===== src/rtl/dsm_mod_param.sv =====
// dsm_mod_param: parametrised delta-sigma modulator, order 1 or 2 (CIFB),
// 1..4-bit quantizer with power-of-two feedback levels.
// The loop advances one step per oversampling tick (ce). A new input sample
// is taken from a one-deep valid/ready buffer every 2^OSR_LOG2 ticks.
//
// Ports:
//   clk, reset      clock; synchronous active-high reset
//   ce              oversampling tick; loop state advances only when high
//   in_data         signed input sample (DW bits)
//   in_valid        sample offered
//   in_ready        buffer free
//   clr_flags       clears both sticky flags (a set in the same cycle wins)
//   code            quantizer code (QBITS bits); for QBITS=1 this is the pwm bit
//   code_valid      registered copy of ce; pulses one cycle after each tick
//   sat_flag        sticky: an integrator clipped
//   underrun        sticky: buffer was empty at a sample boundary
module dsm_mod_param #(
  parameter int DW       = 20,
  parameter int IW       = 24,
  parameter int ORDER    = 1,
  parameter int QBITS    = 1,
  parameter int OSR_LOG2 = 2
) (
  input  logic             clk,
  input  logic             reset,
  input  logic             ce,
  input  logic [DW-1:0]    in_data,
  input  logic             in_valid,
  output logic             in_ready,
  input  logic             clr_flags,
  output logic [QBITS-1:0] code,
  output logic             code_valid,
  output logic             sat_flag,
  output logic             underrun
);

  localparam int L   = 1 << QBITS;
  localparam int FSL = DW - 5;            // log2 of full scale
  localparam int QSH = FSL - QBITS + 1;   // quantizer shift
  localparam int OSR = 1 << OSR_LOG2;
  localparam int CW  = (OSR_LOG2 > 0) ? OSR_LOG2 : 1;
  localparam int MW  = (IW > DW) ? IW : DW;
  localparam int EW  = MW + 3;            // headroom for i + x - fb without wrap

  localparam logic signed [IW-1:0] IMAX = {1'b0, {(IW-1){1'b1}}};
  localparam logic signed [IW-1:0] IMIN = {1'b1, {(IW-1){1'b0}}};

  logic signed [IW-1:0]    i1, i2, i1n, i2n, s, qf;
  logic signed [DW-1:0]    cur, nxt;
  logic                    nxt_valid;
  logic [CW-1:0]           cnt;
  logic                    boundary;
  logic signed [QBITS+1:0] lvl;
  logic signed [EW-1:0]    fb, sum1, sum2;
  logic                    clip1, clip2;
  logic [QBITS-1:0]        q;

  function automatic logic out_of_range(input logic signed [EW-1:0] x);
    return (x > EW'(IMAX)) || (x < EW'(IMIN));
  endfunction

  assign in_ready = ~nxt_valid;
  assign boundary = (cnt == CW'(OSR - 1));

  always_comb begin
    // Feedback level 2*code+1-L is always odd; FS/L is a power of two so the
    // scaling is a plain shift.
    lvl  = $signed({1'b0, code, 1'b1}) - (QBITS+2)'(L);
    fb   = EW'(lvl) <<< (FSL - QBITS);

    sum1  = EW'(i1) + EW'(cur) - fb;
    clip1 = out_of_range(sum1);
    i1n   = clip1 ? (sum1[EW-1] ? IMIN : IMAX) : sum1[IW-1:0];

    sum2  = EW'(i2) + EW'(i1n) - fb;
    clip2 = 1'b0;
    i2n   = '0;
    if (ORDER == 2) begin
      clip2 = out_of_range(sum2);
      i2n   = clip2 ? (sum2[EW-1] ? IMIN : IMAX) : sum2[IW-1:0];
    end

    s  = (ORDER == 2) ? i2n : i1n;
    // Floor shift then recentre; clamp to the code range.
    qf = (s >>> QSH) + IW'(L / 2);
    if (qf < 0)
      q = '0;
    else if (qf > IW'(L - 1))
      q = QBITS'(L - 1);
    else
      q = qf[QBITS-1:0];
  end

  always_ff @(posedge clk) begin
    if (reset) begin
      i1         <= '0;
      i2         <= '0;
      cur        <= '0;
      nxt        <= '0;
      nxt_valid  <= 1'b0;
      cnt        <= '0;
      code       <= QBITS'(L / 2);
      code_valid <= 1'b0;
      sat_flag   <= 1'b0;
      underrun   <= 1'b0;
    end else begin
      code_valid <= ce;

      // Clear first so a same-cycle set below takes priority.
      if (clr_flags) begin
        sat_flag <= 1'b0;
        underrun <= 1'b0;
      end

      if (in_valid && in_ready) begin
        nxt       <= in_data;
        nxt_valid <= 1'b1;
      end

      if (ce) begin
        i1   <= i1n;
        i2   <= i2n;
        code <= q;
        cnt  <= boundary ? '0 : cnt + 1'b1;
        if (clip1 || clip2)
          sat_flag <= 1'b1;
        // The loop above used the old cur; the new one applies from the next tick.
        // An accept in an underrun cycle only fills nxt (in_ready was high,
        // so nxt_valid was 0 and nothing is transferred).
        if (boundary) begin
          if (nxt_valid) begin
            cur       <= nxt;
            nxt_valid <= 1'b0;
          end else begin
            underrun <= 1'b1;
          end
        end
      end
    end
  end

endmodule


===== config.mk =====
export PLATFORM = sky130hd
export DESIGN_NAME = dsm_mod_param
export DESIGN_NICKNAME = d
export VERILOG_FILES = /design/src/rtl/dsm_mod_param.sv
export SDC_FILE = /design/constraint.sdc
export NUM_CORES = 1
export LEC_CHECK = 0
export BUFFER_PORTS_ARGS = -buffer_cell sky130_fd_sc_hd__buf_2
export CAP_MARGIN = 30
export CORE_MARGIN = 2
export CORE_UTILIZATION = 38
export CTS_BUF_LIST = sky130_fd_sc_hd__clkbuf_4
export DETAILED_ROUTE_END_ITERATION = 7
export GPL_TIMING_DRIVEN = 0
export PLACE_DENSITY_LB_ADDON = 0.2
export REMOVE_ABC_BUFFERS = 1
export SLEW_MARGIN = 20
export SYNTH_ARGS = -nofsm -noshare
export SYNTH_HDL_FRONTEND = slang
export SYNTH_SLANG_ARGS = --single-unit

===== constraint.sdc =====
create_clock -name clk -period 4.1 [get_ports clk]
set_clock_uncertainty 0.15 [all_clocks]
set_input_delay 0.82 -clock clk [delete_from_list [all_inputs] [get_ports clk]]
set_output_delay 0.82 -clock clk [all_outputs]
set_load 0.05 [all_outputs]

---- Word-level counts from Yosys, hierarchy flattened ----
Cells that the tools add are included.
word-level totals
  bits in registers ....................... 71
  bits in latches ......................... 0
  bits in writable memories ............... 0
  memory bits (read-only) ................. 0
  input bits .............................. 25
  logic and storage cells ................. 39
  memories ................................ 0
operators by class
  add/subtract/negate cells ............... 5
  multipliers ............................. 0
  divide/modulo/power cells ............... 0
  order comparisons ....................... 4
  equality and inequality tests ........... 1
  shifts and indexed selects .............. 0
  multiplexer cells ....................... 16
  bitwise logic cells ..................... 1
  reduce and logical (&&, ||, !) cells .... 3
operator list
  cell                  count
  $mux 24               2
  $gt 26x24->1 const B  1
  $lt 26x24->1 const B  1
  $sub 25x17->26        1
  $add 24x20->25        1
  $mux 1                13
  $add 9x2->10 const B  1
  $gt 10x2->1 const B   1
  $lt 10x1->1 const B   1
  $reduce_and 3->1      1
  $sub 2x2->3 const B   1
  $add 2x1->2 const B   1
  $eq 2x2->1 const B    1
  $mux 2                1
  $logic_and 1x1->1     1
  $logic_or 1x1->1      1
  $not 1->1             1

---- Depth between registers and ports, before layout ----
  depth after elaboration ................. 9
  gate-level depth with buffers ........... 16
  gate-level depth less buffers ........... 13

---- Worst setup path after synthesis ----
Ideal clock, no wire load.
  path type ............................... register to register
  start ................................... register code
  end ..................................... register i1[10]
  setup time .............................. 80 ps
  arrival time ............................ 3971 ps
  slack ................................... -102 ps
  stages on the path, launching flop included .. 14
  clock period less this slack ............ 4202 ps
  path through ............................ dfxtp_1 fa_1 ha_1 and3_4 a211o_1 or4_1 nor3_2 a211o_2 o22ai_2 a21oi_4 nor2b_2 buf_6 buf_8 a211oi_2
between the ends
  word-level cells in the longest chain between the ends .. 5
  elaborated cells on any way between the ends .. 7
ends and longest elaborated chain
  item                                          RTL line  text
  start: declaration                            31        output logic [QBITS-1:0] code,
  start signal: assignment                      102       code <= QBITS'(L / 2);
  start signal: assignment                      123       code <= q;
  $sub 2x2->3 (*)                               68        lvl = $signed({1'b0, code, 1'b1}) - (QBITS+2)'(L);
  $sub 25x17->26 (*)                            71        sum1 = EW'(i1) + EW'(cur) - fb;
  $gt 26x24->1 or $lt 26x24->1 (tied branches)  59        return (x > EW'(IMAX)) || (x < EW'(IMIN));
  $logic_or 1x1->1                              59
  $mux 24 (*)                                   73        i1n = clip1 ? (sum1[EW-1] ? IMIN : IMAX) : sum1[IW-1:0];
  end signal: assignment                        121       i1 <= i1n;
  end: declaration                              48        logic signed [IW-1:0] i1, i2, i1n, i2n, s, qf;
Every way passes the cells marked *; elsewhere a longest branch is shown, timed or not.
A chain may end at the register's enable or synchronous reset.

---- Worst setup path after layout ----
  start ................................... register code
  end ..................................... register i1[0]
The elaborated chain is that of the path after synthesis.

==> flow_summary.ini <==
[cts]
clk_pin_slew_ns = 0.12
clk_path_buf_depth = 2
htreeDepth = 3
hold_buffers = 0
cts-root-buf = clkbuf_4
cts.sinks = 71
tritoncts = done
insertion_delay_ns = 0.44
cts_buffers = 9

[cells_and_area]
drive_gt1_frac = 0.117
final_common_cell = nand2_1
nets = 669
area_growth_pct = 9.62
finish.instance_area_um2 = 4920
layout_common_cells = nand2_1 (121), dfxtp_1 (69), a21oi_1 (66)

[synthesis]
synth_top_cell_by_area = dfxtp_1
netlist_top_cells_area = dfxtp_1 (32%), ha_1 (11%), nand2_1 (10%)
synthFlopType = dfxtp_1
synth_cells = 575
synth_top_area_frac = 0.317
synth-warning-count = 0
syn_avg_cell_area_um2 = 7.81
ys_seq_elements = 71
syn_area_um2 = 4490
synth_edf_count = 0
ys_async_sr_fraction = 0
synth-seq-area-share = 0.317
ys_types = 58

[critical_path]
cp_slowest_cell = fa_1
cp_slowest_stage_delay_ns = 0.51
reg2reg_setup_slack_ns = 0.24
crit_path_max_fanout = 11
crit_family = compound AO/OA/AOI/OAI gates
endpoint_kind = flip-flop
path_buf_inv = 1
r2r_start = code$_SDFFE_PP1P_
path_class = flip-flop to flip-flop
crit_arrival_ns = 4.06
rr_worst_depth = 12
rr_endpoint = i1[0]$_SDFFE_PP0P_
critPathRequiredTime_ns = 4.31
path_cells = fa_1 -> ha_1 -> and3_4 -> a211o_1 -> or4_1 -> nor3_2 -> a211o_2 -> o22ai_2 -> a21oi_4 -> nor2b_4 -> buf_8 -> a211oi_1
crit_path_start_kind = flip-flop

[routing]
top_layer_used = met4
ant_nets = 0
num_vias = 3737
met1_length_um = 4940
drc = 0
drt_wl_total_um = 9490
drt-vias-per-instance = 5.02
dr.pass1.iters = 4
first_iter_violations = 175
wl_met2_um = 4280
post_drt_wl_per_cell_um = 12.8
met3WireLength_um = 159

[global_route]
grt_pass1_wl_um = 16800
grt_use_total = 0.160
antenna_found_initial = 1
grt_pass1_vias = 3657
grt_max_degree = 67
grt_overflow = 0

[hold_path]
holdPathEnd = cur[11]$_SDFFE_PP0P_
hp-class = flip-flop to flip-flop
hp-start = nxt[11]$_SDFFE_PP0P_
whs_path_depth = 2

[timing]
hold_violations = 0
post-route-min-period_ns = 3.86
rsz0062_at_grt = false
fmax_mhz = 259
max_slew_margin = 0.457
worst-slew-pin-transition_ns = 0.812
min_period_over_period = 0.941
setup_viol = 0
drv_slew = 0
tns_ns = 0

[place]
io_buffers = 29
dp_hpwl_um = 6880
routabilityCongestion = 0.844
place_area_um2 = 4720

[floorplanning]
core_um2 = 11500
initial_core_util = 0.391
die_h_um = 113
die_x_um = 113
io_pins = 30
dieArea_um2 = 12700
rows = 39

[run_status]
outcome = finished clean

[flow_run]
max-cap-violations = 0
registers in the layout, indices dropped and copies added, names as in the netlist:
name        count
i1             24
code            1
cnt             2
nxt_valid       1
cur            20
code_valid      1
underrun        1
sat_flag        1
nxt            20
synth_stat cells, drive strengths merged, types with 2 or more instances:
cell type and instances:
nand2 122, dfxtp 71, a21oi 67, inv 54, nor2 42, ha 40, a211oi 21, clkbuf 19
o21ai 19, xnor2 13, nand3 10, fa 9, nand2b 8, nor2b 8, a21o 7, xor2 7
and3 6, buf 5, nor3 5, o21a 4, and2 3, nand4 3, o31ai 3, a211o 2
a221oi 2, a31oi 2, mux2i 2, nor3b 2, o211a 2, o211ai 2, or4 2
kinds of logic (layout without fill, tap and decap cells):
family,count (synthesis),after routing,synth area share
AND/OR/NAND/NOR,214,214,0.208
AO/OA/AOI/OAI,141,141,0.210
buffers and inverters,78,103,0.0697
flip-flops,71,71,0.317
adder cells (fa/ha/maj),49,49,0.152
XOR/XNOR,20,20,0.0390
multiplexers,2,2,0.00446
other,0,1,0
routing by layer:
metal,global-route usage,vias up
met3,0.0305,6
li1,-,1981
met1,0.220,1713
met4,0.0528,0
met5,0,-
met2,0.255,37
how the worst max path moves through the flow:
stage,start,endpoint,slack [ns],cells after the start
2_1_floorplan,code$_SDFFE_PP1P_,i1[0]$_SDFFE_PP0P_,-0.18,11
3_3_place_gp,code$_SDFFE_PP1P_,i1[0]$_SDFFE_PP0P_,-0.46,11
3_5_place_dp,code$_SDFFE_PP1P_,i1[17]$_SDFFE_PP0P_,-0.35,11
4_1_cts,code$_SDFFE_PP1P_,i1[12]$_SDFFE_PP0P_,0.05,12
5_1_grt,code$_SDFFE_PP1P_,i1[12]$_SDFFE_PP0P_,0.04,12
6_report,code$_SDFFE_PP1P_,i1[0]$_SDFFE_PP0P_,0.24,12
timing repair:
action	CTS	global route
endpoints found under the setup margin	24	14
pin swaps	1	0
buffers inserted	3	0
gates resized for setup	1	3
worst register-to-register path: stages (launching register included):
cell      delay [ns]
dfxtp_4         0.44
fa_1            0.51
ha_1            0.40
and3_4          0.23
a211o_1         0.33
or4_1           0.50
nor3_2          0.17
a211o_2         0.16
o22ai_2         0.09
a21oi_4         0.30
nor2b_4         0.14
buf_8           0.18
a211oi_1        0.19
stage by stage:
step | instances | util | hold WS [ns] | worst slack [ns]
after CTS | 743 | 0.428 | 0.309 | 0.0489
after global placement | 723 | 0.410 | 0.287 | -0.460
after detailed placement | 724 | 0.412 | 0.293 | -0.347
final | 744 | 0.429 | 0.306 | 0.243
after floorplan | 551 | - | 0.276 | -0.180
after global routing | 744 | 0.429 | 0.323 | 0.0439
area by class of cell:
type / count / area, um^2
fill: 1168 / 6550
multi-input combinational: 426 / 2760
sequential: 71 / 1430
inverter: 54 / 203
timing repair buffer: 33 / 185
tap: 143 / 179
clock inverter: 7 / 95.1
clock buffer: 9 / 67.6
antenna: 1 / 2.50
Power is left out: the tool's default activity adds up to more than one toggle a clock period on the data nets, which glitch-free logic cannot reach.
